## src/rtl/i2c_cmd_sequencer.sv

```systemverilog
// Host command front-end for the I2C master: command FIFO, one-at-a-time
// issue over new_dat/busy/done, watchdog abort, and response FIFO.
module i2c_cmd_sequencer #(
    parameter int DEPTH          = 4,
    parameter int TIMEOUT_CYCLES = 16384
) (
    input  logic       clk,
    input  logic       rst,
    input  logic       cmd_valid,
    output logic       cmd_ready,
    input  logic [6:0] cmd_addr,
    input  logic       cmd_rw,
    input  logic [7:0] cmd_wdata,
    output logic       rsp_valid,
    input  logic       rsp_ready,
    output logic [7:0] rsp_rdata,
    output logic       rsp_ack_err,
    output logic       rsp_timeout,
    output logic       m_new_dat,
    output logic [6:0] m_addr,
    output logic       m_r_w,
    output logic [7:0] m_dat_in,
    input  logic       m_busy,
    input  logic       m_done,
    input  logic       m_ack_err,
    input  logic [7:0] m_dat_out,
    output logic       seq_busy
);

    localparam int AW = $clog2(DEPTH);
    localparam int CW = AW + 1;
    localparam int WW = $clog2(TIMEOUT_CYCLES);

    typedef enum logic [2:0] {
        IDLE, LAUNCH, WAIT_BUSY, WAIT_DONE, WRITE_RSP
    } state_t;

    state_t state, state_nx;

    logic [15:0]   cmd_mem [DEPTH];
    logic [AW-1:0] cmd_wptr, cmd_rptr;
    logic [CW-1:0] cmd_cnt;
    logic [9:0]    rsp_mem [DEPTH];
    logic [AW-1:0] rsp_wptr, rsp_rptr;
    logic [CW-1:0] rsp_cnt;

    logic [WW-1:0] wd;
    logic [7:0]    cap_rdata;
    logic          cap_ack, cap_to;

    logic cmd_push, cmd_pop, rsp_push, rsp_pop;
    logic rsp_full, waiting, wd_exp;
    logic load, cap_done, cap_tmo;

    assign cmd_ready = cmd_cnt != CW'(DEPTH);
    assign cmd_push  = cmd_valid && cmd_ready;
    assign rsp_valid = rsp_cnt != '0;
    assign rsp_full  = rsp_cnt == CW'(DEPTH);
    assign rsp_pop   = rsp_valid && rsp_ready;
    assign waiting   = (state == WAIT_BUSY) || (state == WAIT_DONE);
    assign wd_exp    = waiting && (wd == WW'(TIMEOUT_CYCLES - 1));
    assign seq_busy  = state != IDLE;

    assign {rsp_rdata, rsp_ack_err, rsp_timeout} =
        rsp_valid ? rsp_mem[rsp_rptr] : 10'h000;

    // FIFO storage: written on push, no reset needed
    always_ff @(posedge clk) begin
        if (cmd_push) cmd_mem[cmd_wptr] <= {cmd_addr, cmd_rw, cmd_wdata};
        if (rsp_push) rsp_mem[rsp_wptr] <= {cap_rdata, cap_ack, cap_to};
    end

    // FIFO pointers and occupancy counters
    always_ff @(posedge clk or posedge rst) begin
        if (rst) begin
            cmd_wptr <= '0;
            cmd_rptr <= '0;
            cmd_cnt  <= '0;
            rsp_wptr <= '0;
            rsp_rptr <= '0;
            rsp_cnt  <= '0;
        end else begin
            if (cmd_push) cmd_wptr <= cmd_wptr + AW'(1);
            if (cmd_pop)  cmd_rptr <= cmd_rptr + AW'(1);
            if (cmd_push && !cmd_pop)      cmd_cnt <= cmd_cnt + CW'(1);
            else if (!cmd_push && cmd_pop) cmd_cnt <= cmd_cnt - CW'(1);
            if (rsp_push) rsp_wptr <= rsp_wptr + AW'(1);
            if (rsp_pop)  rsp_rptr <= rsp_rptr + AW'(1);
            if (rsp_push && !rsp_pop)      rsp_cnt <= rsp_cnt + CW'(1);
            else if (!rsp_push && rsp_pop) rsp_cnt <= rsp_cnt - CW'(1);
        end
    end

    // FSM state register
    always_ff @(posedge clk or posedge rst) begin
        if (rst) state <= IDLE;
        else     state <= state_nx;
    end

    // FSM next state and control strobes
    always_comb begin
        state_nx  = state;
        cmd_pop   = 1'b0;
        rsp_push  = 1'b0;
        load      = 1'b0;
        cap_done  = 1'b0;
        cap_tmo   = 1'b0;
        m_new_dat = 1'b0;
        unique case (state)
            IDLE: begin
                if (cmd_cnt != '0 && !rsp_full) begin
                    cmd_pop  = 1'b1;
                    load     = 1'b1;
                    state_nx = LAUNCH;
                end
            end
            LAUNCH: begin
                m_new_dat = 1'b1;
                state_nx  = WAIT_BUSY;
            end
            WAIT_BUSY: begin
                if (m_done) begin
                    cap_done = 1'b1;
                    state_nx = WRITE_RSP;
                end else if (wd_exp) begin
                    cap_tmo  = 1'b1;
                    state_nx = WRITE_RSP;
                end else if (m_busy) begin
                    state_nx = WAIT_DONE;
                end else begin
                    m_new_dat = 1'b1;
                end
            end
            WAIT_DONE: begin
                if (m_done) begin
                    cap_done = 1'b1;
                    state_nx = WRITE_RSP;
                end else if (wd_exp) begin
                    cap_tmo  = 1'b1;
                    state_nx = WRITE_RSP;
                end
            end
            WRITE_RSP: begin
                rsp_push = 1'b1;
                state_nx = IDLE;
            end
            default: state_nx = IDLE;
        endcase
    end

    // Request registers, watchdog and completion capture
    always_ff @(posedge clk or posedge rst) begin
        if (rst) begin
            m_addr    <= '0;
            m_r_w     <= 1'b0;
            m_dat_in  <= '0;
            wd        <= '0;
            cap_rdata <= '0;
            cap_ack   <= 1'b0;
            cap_to    <= 1'b0;
        end else begin
            if (load) {m_addr, m_r_w, m_dat_in} <= cmd_mem[cmd_rptr];
            if (state == LAUNCH) wd <= '0;
            else if (waiting)    wd <= wd + WW'(1);
            if (cap_done) begin
                cap_rdata <= m_r_w ? m_dat_out : 8'h00;
                cap_ack   <= m_ack_err;
                cap_to    <= 1'b0;
            end else if (cap_tmo) begin
                cap_rdata <= 8'h00;
                cap_ack   <= 1'b0;
                cap_to    <= 1'b1;
            end
        end
    end

endmodule

```

## config.mk

```make
export PLATFORM = sky130hd
export DESIGN_NAME = i2c_cmd_sequencer
export DESIGN_NICKNAME = d
export VERILOG_FILES = /design/src/rtl/i2c_cmd_sequencer.sv
export SDC_FILE = /design/constraint.sdc
export NUM_CORES = 1
export LEC_CHECK = 0
export CAP_MARGIN = 20
export CORE_MARGIN = 2
export CORE_UTILIZATION = 51
export CTS_CLUSTER_SIZE = 20
export DETAILED_ROUTE_END_ITERATION = 8
export GPL_ROUTABILITY_DRIVEN = 0
export GPL_TIMING_DRIVEN = 0
export HOLD_SLACK_MARGIN = 0.12
export PLACE_DENSITY = 0.76
export RECOVER_POWER = 25
export SLEW_MARGIN = 20
export SYNTH_ARGS = -nofsm -noshare
export SYNTH_HDL_FRONTEND = slang
export SYNTH_SLANG_ARGS = --single-unit
```

## constraint.sdc

```tcl
create_clock -name clk -period 2.5 [get_ports clk]
set_input_delay 0.5 -clock clk [delete_from_list [all_inputs] [get_ports clk]]
set_output_delay 0.5 -clock clk [all_outputs]
set_load 0.01 [all_outputs]
```

Word-level counts from Yosys, hierarchy flattened
Memories as Yosys holds them, arrays and structs flattened. A register that Yosys moved wholly into a read port is not among the register bits.
Index checks and enable logic that the tools add are counted.
{"block": "totals", "ram_bits": 104, "input_bits": 31, "mem_count": 2, "word_cells": 93, "regBits": 41}
{"block": "op_classes", "reduce_logical": 24, "n_eq_ne": 10, "addsub": 9, "n_mux": 37}
{"memory": "cmd_mem", "depth": 4, "word_bits": 16, "read_ports": 1, "rd_ports_with_merged_regs": 1, "write_ports": 1, "line": "40", "rtl": "logic [15:0] cmd_mem [DEPTH];"}
{"memory": "rsp_mem", "depth": 4, "word_bits": 10, "read_ports": 1, "rd_ports_with_merged_regs": 0, "write_ports": 1, "line": "43", "rtl": "logic [9:0] rsp_mem [DEPTH];"}
{"operator": "3-bit two-way mux", "count": 10}
{"operator": "14-bit two-way mux", "count": 2}
{"operator": "8-bit two-way mux", "count": 3}
{"operator": "1-bit two-way mux", "count": 19}
{"operator": "14-bit by 1-bit adder with 14-bit output (second input constant)", "count": 1}
{"operator": "14-bit equality test (second input constant)", "count": 1}
{"operator": "3-bit case mux with 4 select lines", "count": 1}
{"operator": "10-bit two-way mux", "count": 1}
{"operator": "3-bit nonzero test", "count": 3}
{"operator": "2-bit by 1-bit adder with 2-bit output (second input constant)", "count": 4}
{"operator": "1-bit logical AND", "count": 8}
{"operator": "2-bit nonzero test", "count": 4}
{"operator": "3-bit by 1-bit adder with 3-bit output (second input constant)", "count": 2}
{"operator": "3-bit by 2-bit equality test with 1-bit output (second input constant)", "count": 2}
{"operator": "3-bit equality test (second input constant)", "count": 2}
{"operator": "3-bit != test (second input constant)", "count": 2}
{"operator": "3-bit by 1-bit subtractor with 3-bit output (second input constant)", "count": 2}
{"operator": "1-bit zero test", "count": 5}
{"operator": "4-bit != test (second input constant)", "count": 1}
{"operator": "3-bit by 1-bit equality test with 1-bit output (second input constant)", "count": 1}
{"operator": "3-bit zero test", "count": 1}
{"operator": "3-bit AND reduction", "count": 1}
{"operator": "2-bit != test (second input constant)", "count": 1}
{"operator": "1-bit case mux with 2 select lines", "count": 1}
{"operator": "2 further kinds", "count": 2}

Logic depth before layout (Yosys ltp)
Gate-level depths: netlist of the first run.
{"block": "depth", "depth_word": 8, "depth_mapped": 10, "ltp_nobuf": 9}

Least setup slack after synthesis of the first run
Ideal clock, no wire load.
{"block": "synth_timing", "kind": "register to register", "from": "reg state[0]", "to": "reg cmd_cnt[1]", "path_slack_ps": 25, "required_time_ps": 2375, "path_buffers": 1, "stages_incl_launch_ff": 9, "arrival_ps": 2351, "setup_ps": 125, "cell_sequence": "dfrtp_1 -> or3_4 -> a211oi_4 -> buf_6 -> inv_1 -> ha_1 -> inv_1 -> fa_1 -> mux2_2"}
{"block": "synth_via", "elab_chain_cells": 5, "elab_cells_between_ends": 7, "classes_between": "mux (2); reduce/logical (5)"}
{"item": "from (decl)", "line": "38", "rtl": "state_t state, state_nx;"}
{"item": "from (signal assigned)", "line": "97", "rtl": "else state <= state_nx;"}
{"item": "3-bit zero test *", "line": "109", "rtl": "unique case (state)"}
{"item": "1-bit two-way mux *", "line": "109"}
{"item": "1-bit zero test", "line": "85", "rtl": "if (cmd_push && !cmd_pop) cmd_cnt <= cmd_cnt + CW'(1);"}
{"item": "1-bit logical AND", "line": "85"}
{"item": "3-bit two-way mux or 2-bit nonzero test (tied branches)"}
{"item": "to (signal assigned)", "line": "85"}
{"item": "to (signal assigned)", "line": "86", "rtl": "else if (!cmd_push && cmd_pop) cmd_cnt <= cmd_cnt - CW'(1);"}
{"item": "to (decl)", "line": "42", "rtl": "logic [CW-1:0] cmd_cnt;"}
Mark *: on every way between the ends. The rest lies on a longest branch, timed or not.
A chain may end at the register's enable or synchronous reset.

Worst setup path after layout of the first run
{"block": "layout_timing", "from": "reg wd[1]", "to": "out m_new_dat"}
{"block": "layout_via", "elab_chain_cells": 5}
{"item": "from (decl)", "line": "47", "rtl": "logic [WW-1:0] wd;"}
{"item": "from (signal assigned)", "line": "164", "rtl": "else if (waiting) wd <= wd + WW'(1);"}
{"item": "14-bit equality test", "line": "61", "rtl": "assign wd_exp = waiting && (wd == WW'(TIMEOUT_CYCLES - 1));"}
{"item": "1-bit logical AND", "line": "61"}
{"item": "1-bit two-way mux", "line": "125", "rtl": "end else if (wd_exp) begin"}
{"item": "1-bit two-way mux", "line": "122", "rtl": "if (m_done) begin"}
{"item": "1-bit case mux with 2 select lines", "line": "109"}
{"item": "to (decl)", "line": "19", "rtl": "output logic m_new_dat,"}
Every way passes these cells.

==> impl_results.md, run 1 <==
* YS warnings at 0
* RSZ-0062 raised after global routing: true
* DR iter-0 viols at 150
* Hold-fix buffers, CTS at 0
* Slew @ Worst Pin at 926 ps
* Leakage power at 3.06 nW
* Ports at 61
* Area Overhead vs Synth at 24.2%
* Final wirelength at 11800 um
* Class of the worst hold path: reg -> reg
* Synthesized netlist cell count at 371
* Crit path time final at 2490 ps
* Status: finished, final reports clean
* Top cells by area, synth: edfxtp_1, dfrtp_1, mux4_2, mux2_2, ha_1
* Placed cells at 604
* Max_cap viols at 0
* Row count at 41
* Initial antenna violation count at 1
* Final Cycle Share at 0.998
* Ratio of cells with drive above 1 in the final layout at 0.227
* Clock Latency Late Sink at 420 ps
* Pwr Density at 1210 nW/um^2
* TritonRoute pass-1 iters at 4
* VDD IR max at 0.762 mV
* Grt ovf at 0
* Yosys top cell by area: edfxtp_1
* WL per Instance at 18.2 um
* Num CTS Buffers at 17
* Peak Freq at 401 MHz
* Reg2Reg Depth at 8
* PortBufs at 60
* Largest net degree at the start of global routing at 46
* CP arrival at 1990 ps
* Worst hold margin at 479 ps
* Setup CP Type: reg -> out
* Slew margin rel. at 0.382
* DRC errors left at 0
* Mapped cell area at 6460 sq um
* # clock sinks at 161
* Final Hold Fails at 0
* Largest fanout on the critical path at 2
* Core ar. at 12500 sq um
* Vias/cell at 5.43
* First-pass GRT wire length at 18700 um
* Mapped Nets at 415
* Critical Path End Type: output port
* Die H at 117 um
* Critical Path RT at 2000 ps
* Clock Tree Buf Depth at 2
* Die Width at 117 um
* Synth Flop Type: edfxtp_1
* Share of the synthesized area in the top cell type at 0.483
* Number of global-route vias before repair at 3725
* Fin worst setup slack at 5.68 ps
* Clk_skew at 5.07 ps
* Post-synth EDFFs at 104
* Clk slew on worst S/H paths at 60 ps
* Hold Path Depth at 1
* Post-DP HPWL at 7230 um
* Synth Register Bits at 161
* Yosys cell types at 42
* Pre-CTS WS at -492 ps
* CTS Root Cell: clkbuf_16
* Initial Util at 0.516
* GRT Overall Usage at 0.190
* Final setup violating endpoints at 0
* Startpoint Class: flip-flop
* # nets final at 506
* Register area share after synthesis at 0.704
* H-tree depth at 4
* CTS tree: yes
* Asr flop ratio synth at 0.354
* FILL cells at 931
* Final slew viol count at 0
* Tot Pwr at 0.00969 W
* Die area at 13600 sq um
* Non-filler cells, final at 648
* Detail Route Antenna Nets at 0
* Vias after detailed routing at 3521
* Mean Syn Cell Area at 17.4 sq um
[metal layers]
metal | up-vias | wire [um] | track usage
li1 | 1613 | - | -
met1 | 1782 | 4680 | 0.210
met2 | 101 | 6300 | 0.346
met3 | 25 | 599 | 0.0493
met4 | 0 | 214 | 0.0847
met5 | - | 0 | 0
[critical path: stages, from the launching register on]
cell and delay (ps):
dfrtp_1 390, ha_2 180, and3_4 150, nor4b_4 130, or3_4 350, o31ai_4 200
buf_2 170
[cell families after synthesis]
kind of cell | Yosys count | synth area share
XOR/XNOR | 13 | 0.0176
AO/OA/AOI/OAI | 36 | 0.0401
AND/OR/NAND/NOR | 74 | 0.0631
buffers and inverters | 25 | 0.0176
adder cells (fa/ha/maj) | 13 | 0.0275
flip-flops | 161 | 0.704
multiplexers | 49 | 0.130
[final cells by class]
type / instances / area [sq um] / share of cell area
antenna: 1 / 2.50 / 0.000312
buffer: 13 / 91.3 / 0.0114
clock buffer: 26 / 489 / 0.0609
clock inverter: 6 / 80.1 / 0.00998
inverter: 9 / 35.0 / 0.00436
multi-input combinational: 185 / 1850 / 0.230
sequential: 161 / 4550 / 0.567
tap: 172 / 215 / 0.0268
timing repair buffer: 75 / 716 / 0.0892
[what timing repair did]
item	in CTS	in global routing
setup buffers	10	4
hold endpoints to repair	0	0
gates resized for setup	32	5
pin swaps	4	4
setup endpoints to repair	13	2
[synthesized netlist by cell type, types with 2 or more instances]
cell type,count
and2_0,2
clkbuf_1,9
a21oi_1,4
edfxtp_1,104
buf_6,2
mux2_2,19
xnor2_1,7
and2_1,11
o31ai_1,3
nor2_1,12
fa_1,2
inv_1,9
or3_1,2
dfrtp_1,57
mux4_2,26
a22o_1,9
xor2_1,6
and4_1,2
nand4_1,5
nand2_1,15
mux2i_1,4
nand3_1,5
ha_1,11
o21ai_0,11
a31oi_1,3
buf_2,3
and3_1,13
[per-stage QoR]
step	utilization	setup TNS [ps]	cell area [sq um]
2_1_floorplan	-	0	6460
3_3_place_gp	0.581	-34290	7280
3_5_place_dp	0.584	-1030	7310
4_1_cts	0.639	-119	7990
5_1_grt	0.641	-62.0	8030
6_report	0.641	0	8030
[flip-flops by register name, indices dropped and copies added (netlist names), 2 cells and up]
name / flops
cap_rdata: 8
rsp_mem: 40
cmd_mem: 64
rsp_wptr: 2
rsp_cnt: 3
rsp_rptr: 2
cmd_cnt: 3
m_addr: 7
m_dat_in: 8
state: 3
wd: 14
cmd_rptr: 2
cmd_wptr: 2
[worst paths after layout]
check	from	end	slack [ps]
min in group asynchronous	rst	m_addr[1]$_DFFE_PP0P_	620
max in group asynchronous	rst	rsp_rptr[0]$_DFFE_PP0P_	1250
worst min register to register	wd[13]$_DFFE_PP0P_	wd[13]$_DFFE_PP0P_	480
worst min-delay path	wd[13]$_DFFE_PP0P_	wd[13]$_DFFE_PP0P_	480
worst max register to register	state[0]$_DFFE_PP0P_	cmd_cnt[1]$_DFFE_PP0P_	90
worst max-delay path	wd[1]$_DFFE_PP0P_	m_new_dat	6
[where the power goes]
group,internal [W],switching (W),total (W),leakage [nW]
clock network,0.00154,0.000947,0.00249,0.274
registers,0.00361,0.000381,0.00399,1.66
logic,0.00175,0.00146,0.00321,1.12
[cell usage in the layout, fill, tap and decap left out, drive strengths merged, types with 2 or more instances in the layout]
master         synthesis  layout
clkdlybuf4s50          0      39
or3                    3       3
ha                    11      11
mux4                  26      26
a21oi                  4       4
bufinv                 0       2
o31ai                  3       3
nand3                  5       5
inv                    9       8
dlygate4sd3            0      10
clkinv                 0       3
dfrtp                 57      57
clkinvlp               0       2
xnor2                  7       7
edfxtp               104     104
dlygate4sd2            0      10
and2                  13      13
mux2                  19      19
a31oi                  3       3
clkbuf                10      34
buf                    6      21
o21ai                 12      12
and3                  13      13
nand2                 15      15
xor2                   6       6
fa                     2       2
nand4                  5       5
a22o                   9       9
mux2i                  4       4
and4                   2       2
nor2                  12      12
No activity file was read; power rests on OpenSTA's default activity.
==> run 2: changes to the inputs <==
CORE_UTILIZATION = 40   (was 51)
PLACE_DENSITY = 0.62   (was 0.76)
==> run 2 against run 1 <==
The run now ends with setup timing left. Wire length up 2.2%. Design area rose by 1.2%. Register-to-register slack improved by 20 ps. Clock skew rose by 1.1 ps. Critical endpoint unchanged. Highest routed layer unchanged.
==> impl_results.md, run 2 (same netlist as run 1, synthesis figures left out) <==
* Final slew viol count at 0 (unchanged)
* Class of the worst hold path: reg -> reg
* Core ar. at 15800 sq um (+26%)
* Row count at 46 (+12%)
* Slowest cell on the critical path: dfrtp_1
* # clock sinks at 161 (unchanged)
* Num CTS Buffers at 17 (unchanged)
* Die area at 17200 sq um (+27%)
* Clock Latency Late Sink at 420 ps (about the same)
* DRC errors left at 0 (unchanged)
* Slew margin rel. at 0.361 (-0.0218)
* Clk_skew at 6.22 ps (+1.15 ps)
* DR iter-0 viols at 207 (+38%)
* WL per Instance at 17.3 um (-4.8%)
* RSZ-0062 raised after global routing: true
* Biggest regs: cmd_mem (64), rsp_mem (40), wd (14)
* Vias after detailed routing at 3515 (-0.17%)
* Worst hold margin at 476 ps (-3.43 ps)
* H-tree depth at 4 (unchanged)
* Leakage power at 3.08 nW (+0.86%)
* Setup CP Type: reg -> out
* Max_cap viols at 0 (unchanged)
* Hold Path Depth at 1 (unchanged)
* Die H at 131 um (+12%)
* Slew @ Worst Pin at 959 ps (+32.7 ps)
* Status: finished with violations
* Ports at 61 (unchanged)
* Final setup violating endpoints at 1 (+1)
* Fin worst setup slack at -24.8 ps (-30.5 ps)
* Vias/cell at 5.05 (-7.1%)
* Most frequent cells in the layout: edfxtp_1, dfrtp_1, clkdlybuf4s50_1, mux4_2, mux2_2
* CP Depth at 6 (unchanged)
* Largest register FFs at 64 (unchanged)
* Critical Path RT at 2000 ps (about the same)
* Initial antenna violation count at 0 (-1)
* First-pass GRT wire length at 19300 um (+3.2%)
* Final Hold Fails at 0 (unchanged)
* Ratio of cells with drive above 1 in the final layout at 0.244 (+0.0164)
* PortBufs at 60 (unchanged)
* Reg2Reg Depth at 8 (unchanged)
* Die Width at 131 um (+12%)
* Critical Path End Type: output port
* Top delay family on crit path: simple AND/OR/NAND/NOR gates
* Crit path time final at 2520 ps (+30.5 ps)
* Largest Register: cmd_mem
* Largest net degree at the start of global routing at 48 (+4.3%)
* VDD IR max at 0.610 mV (-20%)
* Critical path buffers and inverters at 1 (unchanged)
* Startpoint Class: flip-flop
* # nets final at 512 (+1.2%)
* Tot Pwr at 0.00977 W (+0.82%)
* Area Overhead vs Synth at 25.7%
* Hold-fix buffers, CTS at 0 (unchanged)
* GRT Overall Usage at 0.155 (-0.0352)
* TritonRoute pass-1 iters at 4 (unchanged)
* Post-DP HPWL at 7490 um (+3.7%)
* N_diodes at 0 (-1)
* CTS Root Cell: clkbuf_16
* Clock Tree Buf Depth at 2 (unchanged)
* Clk slew on worst S/H paths at 60 ps (about the same)
* Number of global-route vias before repair at 3626 (-2.7%)
* CTS tree: yes
* Final Cycle Share at 1.01 (+0.0122)
* Worst-path cell chain: ha_2, and3_4, nor4b_4, or3_4, o31ai_4, buf_2
* CP arrival at 2020 ps (+30 ps)
* Detail Route Antenna Nets at 0 (unchanged)
* Commonest non-fill, non-tap cell in the layout: edfxtp_1
* Largest fanout on the critical path at 2 (unchanged)
* Pwr Density at 1200 nW/um^2 (-0.35%)
* CP peak stage delay at 380 ps (about the same)
* Peak Freq at 396 MHz (-1.2%)
* Initial Util at 0.408 (-0.108)
* Util after Layout at 0.513 (-0.128)
* Final wirelength at 12100 um (+2.2%)
* Failing checks: setup timing
* Grt ovf at 0 (unchanged)
==> run 2: changes by cell type in the layout (fill, tap and decap cells not counted), sizes merged, moves of 3 or more <==
cell,before,now
buf,21,27
dlygate4sd2,10,3
clkbuf,34,31
clkinv,3,6
clkdlybuf4s15,0,4
==> run 2: power by group <==
group | total (W) | leakage (nW) | switching (W) | internal (W)
registers | 0.00395 | 1.67 | 0.000349 | 0.00360
logic | 0.00334 | 1.15 | 0.00152 | 0.00182
clock network | 0.00247 | 0.269 | 0.000993 | 0.00148
==> run 2: layout make-up <==
cell class / count / area [sq um]
timing repair buffer: 80 / 763
inverter: 9 / 35.0
multi-input combinational: 185 / 1850
fill: 1308 / 7710
clock buffer: 20 / 447
sequential: 161 / 4550
buffer: 14 / 96.3
clock inverter: 11 / 114
tap: 216 / 270
==> run 2: path summary, 6_finish.rpt <==
| path | start | end | slack (ps) |
|---|---|---|---|
| worst min-delay path | wd[11]$_DFFE_PP0P_ | wd[11]$_DFFE_PP0P_ | 480 |
| min in group asynchronous | rst | m_dat_in[3]$_DFFE_PP0P_ | 620 |
| worst max register to register | state[0]$_DFFE_PP0P_ | cmd_cnt[1]$_DFFE_PP0P_ | 110 |
| worst max-delay path | wd[0]$_DFFE_PP0P_ | m_new_dat | -20 |
| worst min register to register | wd[11]$_DFFE_PP0P_ | wd[11]$_DFFE_PP0P_ | 480 |
| max in group asynchronous | rst | rsp_rptr[0]$_DFFE_PP0P_ | 1240 |
==> run 2: metrics by stage <==
stage          setup TNS (ps)  area [sq um]  setup WS, ps  instances
2_1_floorplan               0          6460          24.8        371
6_report                -24.8          8120         -24.8        696
5_1_grt                 -68.3          8120         -68.3        696
3_5_place_dp            -1120          7360          -548        648
4_1_cts                  -123          8100          -123        693
3_3_place_gp           -42010          7330          -721        647
==> run 2: per-layer routing <==
layer  vias up  track usage  share of wire
met1      1786        0.186           0.43
met2        86        0.267           0.51
met5         -            0              0
li1       1628            -              -
met4         0       0.0557          0.016
met3        15       0.0467          0.046
==> run 2: worst register-to-register path: stages, from the launching register on <==
cell      delay (ps)
dfrtp_1          440
or3_4            450
a211oi_4         270
buf_6            130
inv_1             50
ha_1             200
inv_1             70
fa_1             410
mux2_2           270
==> run 2: what timing repair did <==
| action | in CTS | in global routing |
|---|---|---|
| buffers inserted | 16 | 3 |
| gates resized for setup | 32 | 14 |
| pin swaps | 4 | 4 |
| endpoints found under the setup margin | 14 | 8 |
==> run 3: changes to the inputs <==
ABC_CLOCK_PERIOD_IN_PS = 2500   (was default)
CORE_ASPECT_RATIO = 0.8   (was default)
REMOVE_ABC_BUFFERS = 1   (was default)
==> run 3 against run 2 <==
The flow still finishes with violations (setup timing). Wire length down 1.3%. Via count down 2.6%. Sequential power up 5.8%. First-iteration DRC count shrank 3.4%. Largest cell class unchanged. Clock skew barely moved. Design area down 1.1%. Die area barely moved. Critical endpoint unchanged.
==> impl_results.md, run 3 (same netlist as run 1, synthesis figures left out) <==
* Status: finished with violations
* Failing checks: setup timing
* Clk_skew at 6.29 ps (+0.0697 ps)
* Largest fanout on the critical path at 3 (+1)
* Final Hold Fails at 0 (unchanged)
* Detail Route Antenna Nets at 0 (unchanged)
* Final setup violating endpoints at 1 (unchanged)
* Biggest regs: cmd_mem (64), rsp_mem (40), wd (14)
* Final wirelength at 11900 um (-1.3%)
* Area Overhead vs Synth at 24.3%
* Setup CP Type: reg -> out
* Multi-input logic area at 1850 sq um (unchanged)
* Internal power at 0.00686 W (-0.66%)
* TritonRoute pass-1 iters at 4 (unchanged)
* Clock Tree Buf Depth at 2 (unchanged)
* Die H at 118 um (-10%)
* Vias/cell at 5.06 (+0.26%)
* GRT Overall Usage at 0.148 (-0.00656)
* Die area at 17200 sq um (about the same)
* # nets final at 492 (-3.9%)
* Largest Register: cmd_mem
* Register area at 4560 sq um (+0.17%)
* Met3 Routed Length at 511 um (-8.6%)
* Ratio of cells with drive above 1 in the final layout at 0.230 (-0.0138)
* Critical Path RT at 2000 ps (about the same)
* Fin worst setup slack at -9.80 ps (+15.0 ps)
* Peak Freq at 398 MHz (+0.60%)
* Commonest non-fill, non-tap cell in the layout: edfxtp_1
* N_diodes at 0 (unchanged)
* Clock Latency Late Sink at 420 ps (about the same)
* DRC errors left at 0 (unchanged)
* Grt ovf at 0 (unchanged)
* Largest net degree at the start of global routing at 47 (-2.1%)
* Max_cap viols at 0 (unchanged)
* Number of global-route vias before repair at 3636 (+0.28%)
* Class of the worst hold path: reg -> reg
* H-tree depth at 4 (unchanged)
* Sw Ratio at 0.294 (+0.000907)
* Die Width at 146 um (+11%)
* CP arrival at 2010 ps (about the same)
* Ports at 61 (unchanged)
* Initial Util at 0.409 (+0.000711)
* Largest register FFs at 64 (unchanged)
* Util after Layout at 0.508 (-0.00489)
* Critical Path End Type: output port
* Pre-CTS WS at -353 ps (+194 ps)
* # clock sinks at 161 (unchanged)
* Hold-fix buffers, CTS at 0 (unchanged)
* Vias after detailed routing at 3423 (-2.6%)
* CTS Root Cell: clkbuf_16
* Crit path time final at 2510 ps (-15.0 ps)
* WL per Instance at 17.6 um (+1.6%)
* Uppermost layer routed: met4
* DR iter-0 viols at 200 (-3.4%)
* Slew @ Worst Pin at 946 ps (-13.4 ps)
* Post-DP HPWL at 7270 um (-3.1%)
* Leakage power at 3.01 nW (-2.3%)
* Logic pwr share at 0.302 (-0.040)
* Routed wl met2 at 5710 um (-7.4%)
* Clock Power Share at 0.268 (+0.015)
* Final slew viol count at 0 (unchanged)
* Initial antenna violation count at 0 (unchanged)
* Worst hold margin at 487 ps (+11.5 ps)
* Most frequent cells in the layout: edfxtp_1, dfrtp_1, clkdlybuf4s50_1, mux4_2, mux2_2
* Met1 WL at 5530 um (+7.6%)
* Core ar. at 15800 sq um (-0.17%)
* Pwr Density at 1210 nW/um^2 (+0.60%)
* Clk slew on worst S/H paths at 60 ps (about the same)
* Row count at 41 (-11%)
* Final Cycle Share at 1.00 (-0.00599)
* RSZ-0062 raised after global routing: true
* First-pass GRT wire length at 19400 um (+0.54%)
* P_sw at 0.00285 W (-0.22%)
* FILL cells at 1346 (+2.9%)
* CTS tree: yes
* Startpoint Class: flip-flop
* PortBufs at 60 (unchanged)
* Num CTS Buffers at 17 (unchanged)
* VDD IR max at 0.605 mV (-0.85%)
* Power share of the sequential group at 0.431 (+0.026)
* Slew margin rel. at 0.370 (+0.00892)
run 3: per-stage QoR:
step	TNS [ps]	total power (W)	area (sq um)	cells
floorplan	-80.9	0.00588	6380	355
global placement	-43070	0.00697	7250	630
detailed placement	-1280	0.00712	7300	632
CTS	-142	0.00980	7990	674
global route	-105	0.0103	8030	676
finish	-9.80	0.00971	8030	676
run 3: critical path, cell delays in order (launching register included):
cell and delay [ps]:
dfrtp_1 390, ha_2 200, and3_4 150, nor4b_4 130, or3_4 380, o31ai_4 200
buf_6 140
run 3: final timing paths:
check / startpoint / end / slack (ps) / depth (start not counted)
worst max-delay path: wd[0]$_DFFE_PP0P_ / m_new_dat / -10 / 6
max in group asynchronous: rst / rsp_rptr[0]$_DFFE_PP0P_ / 1280 / 3
worst max register to register: state[0]$_DFFE_PP0P_ / cmd_cnt[1]$_DFFE_PP0P_ / 210 / 7
worst min register to register: wd[11]$_DFFE_PP0P_ / wd[11]$_DFFE_PP0P_ / 490 / 1
min in group asynchronous: rst / wd[11]$_DFFE_PP0P_ / 590 / 2
worst min-delay path: wd[11]$_DFFE_PP0P_ / wd[11]$_DFFE_PP0P_ / 490 / 1
run 3: metal layers:
metal	vias to the layer above	global-route usage
li1	1589	-
met1	1760	0.195
met2	62	0.234
met3	12	0.0488
met4	0	0.0492
met5	-	0
run 3: layout make-up:
class / instances / share of cell area
inverter: 9 / 0.00436
clock inverter: 13 / 0.0199
clock buffer: 19 / 0.0539
timing repair buffer: 74 / 0.0908
tap: 215 / 0.0335
multi-input combinational: 185 / 0.230
sequential: 161 / 0.568
run 3: power groups by stage:
stage | logic, W | registers [W] | clock network, W
2_1_floorplan | 0.00174 | 0.00414 | 0
3_3_place_gp | 0.00273 | 0.00424 | 0
3_5_place_dp | 0.00283 | 0.00429 | 0
4_1_cts | 0.00295 | 0.00419 | 0.00265
5_1_grt | 0.00321 | 0.00429 | 0.00277
6_report | 0.00293 | 0.00418 | 0.00260
run 3: repair_timing:
item,4_1_cts,5_1_grt
gates cloned,0,0
resized for setup,26,7
setup endpoints to repair,13,2
buffers inserted,10,2
pin swaps,4,4
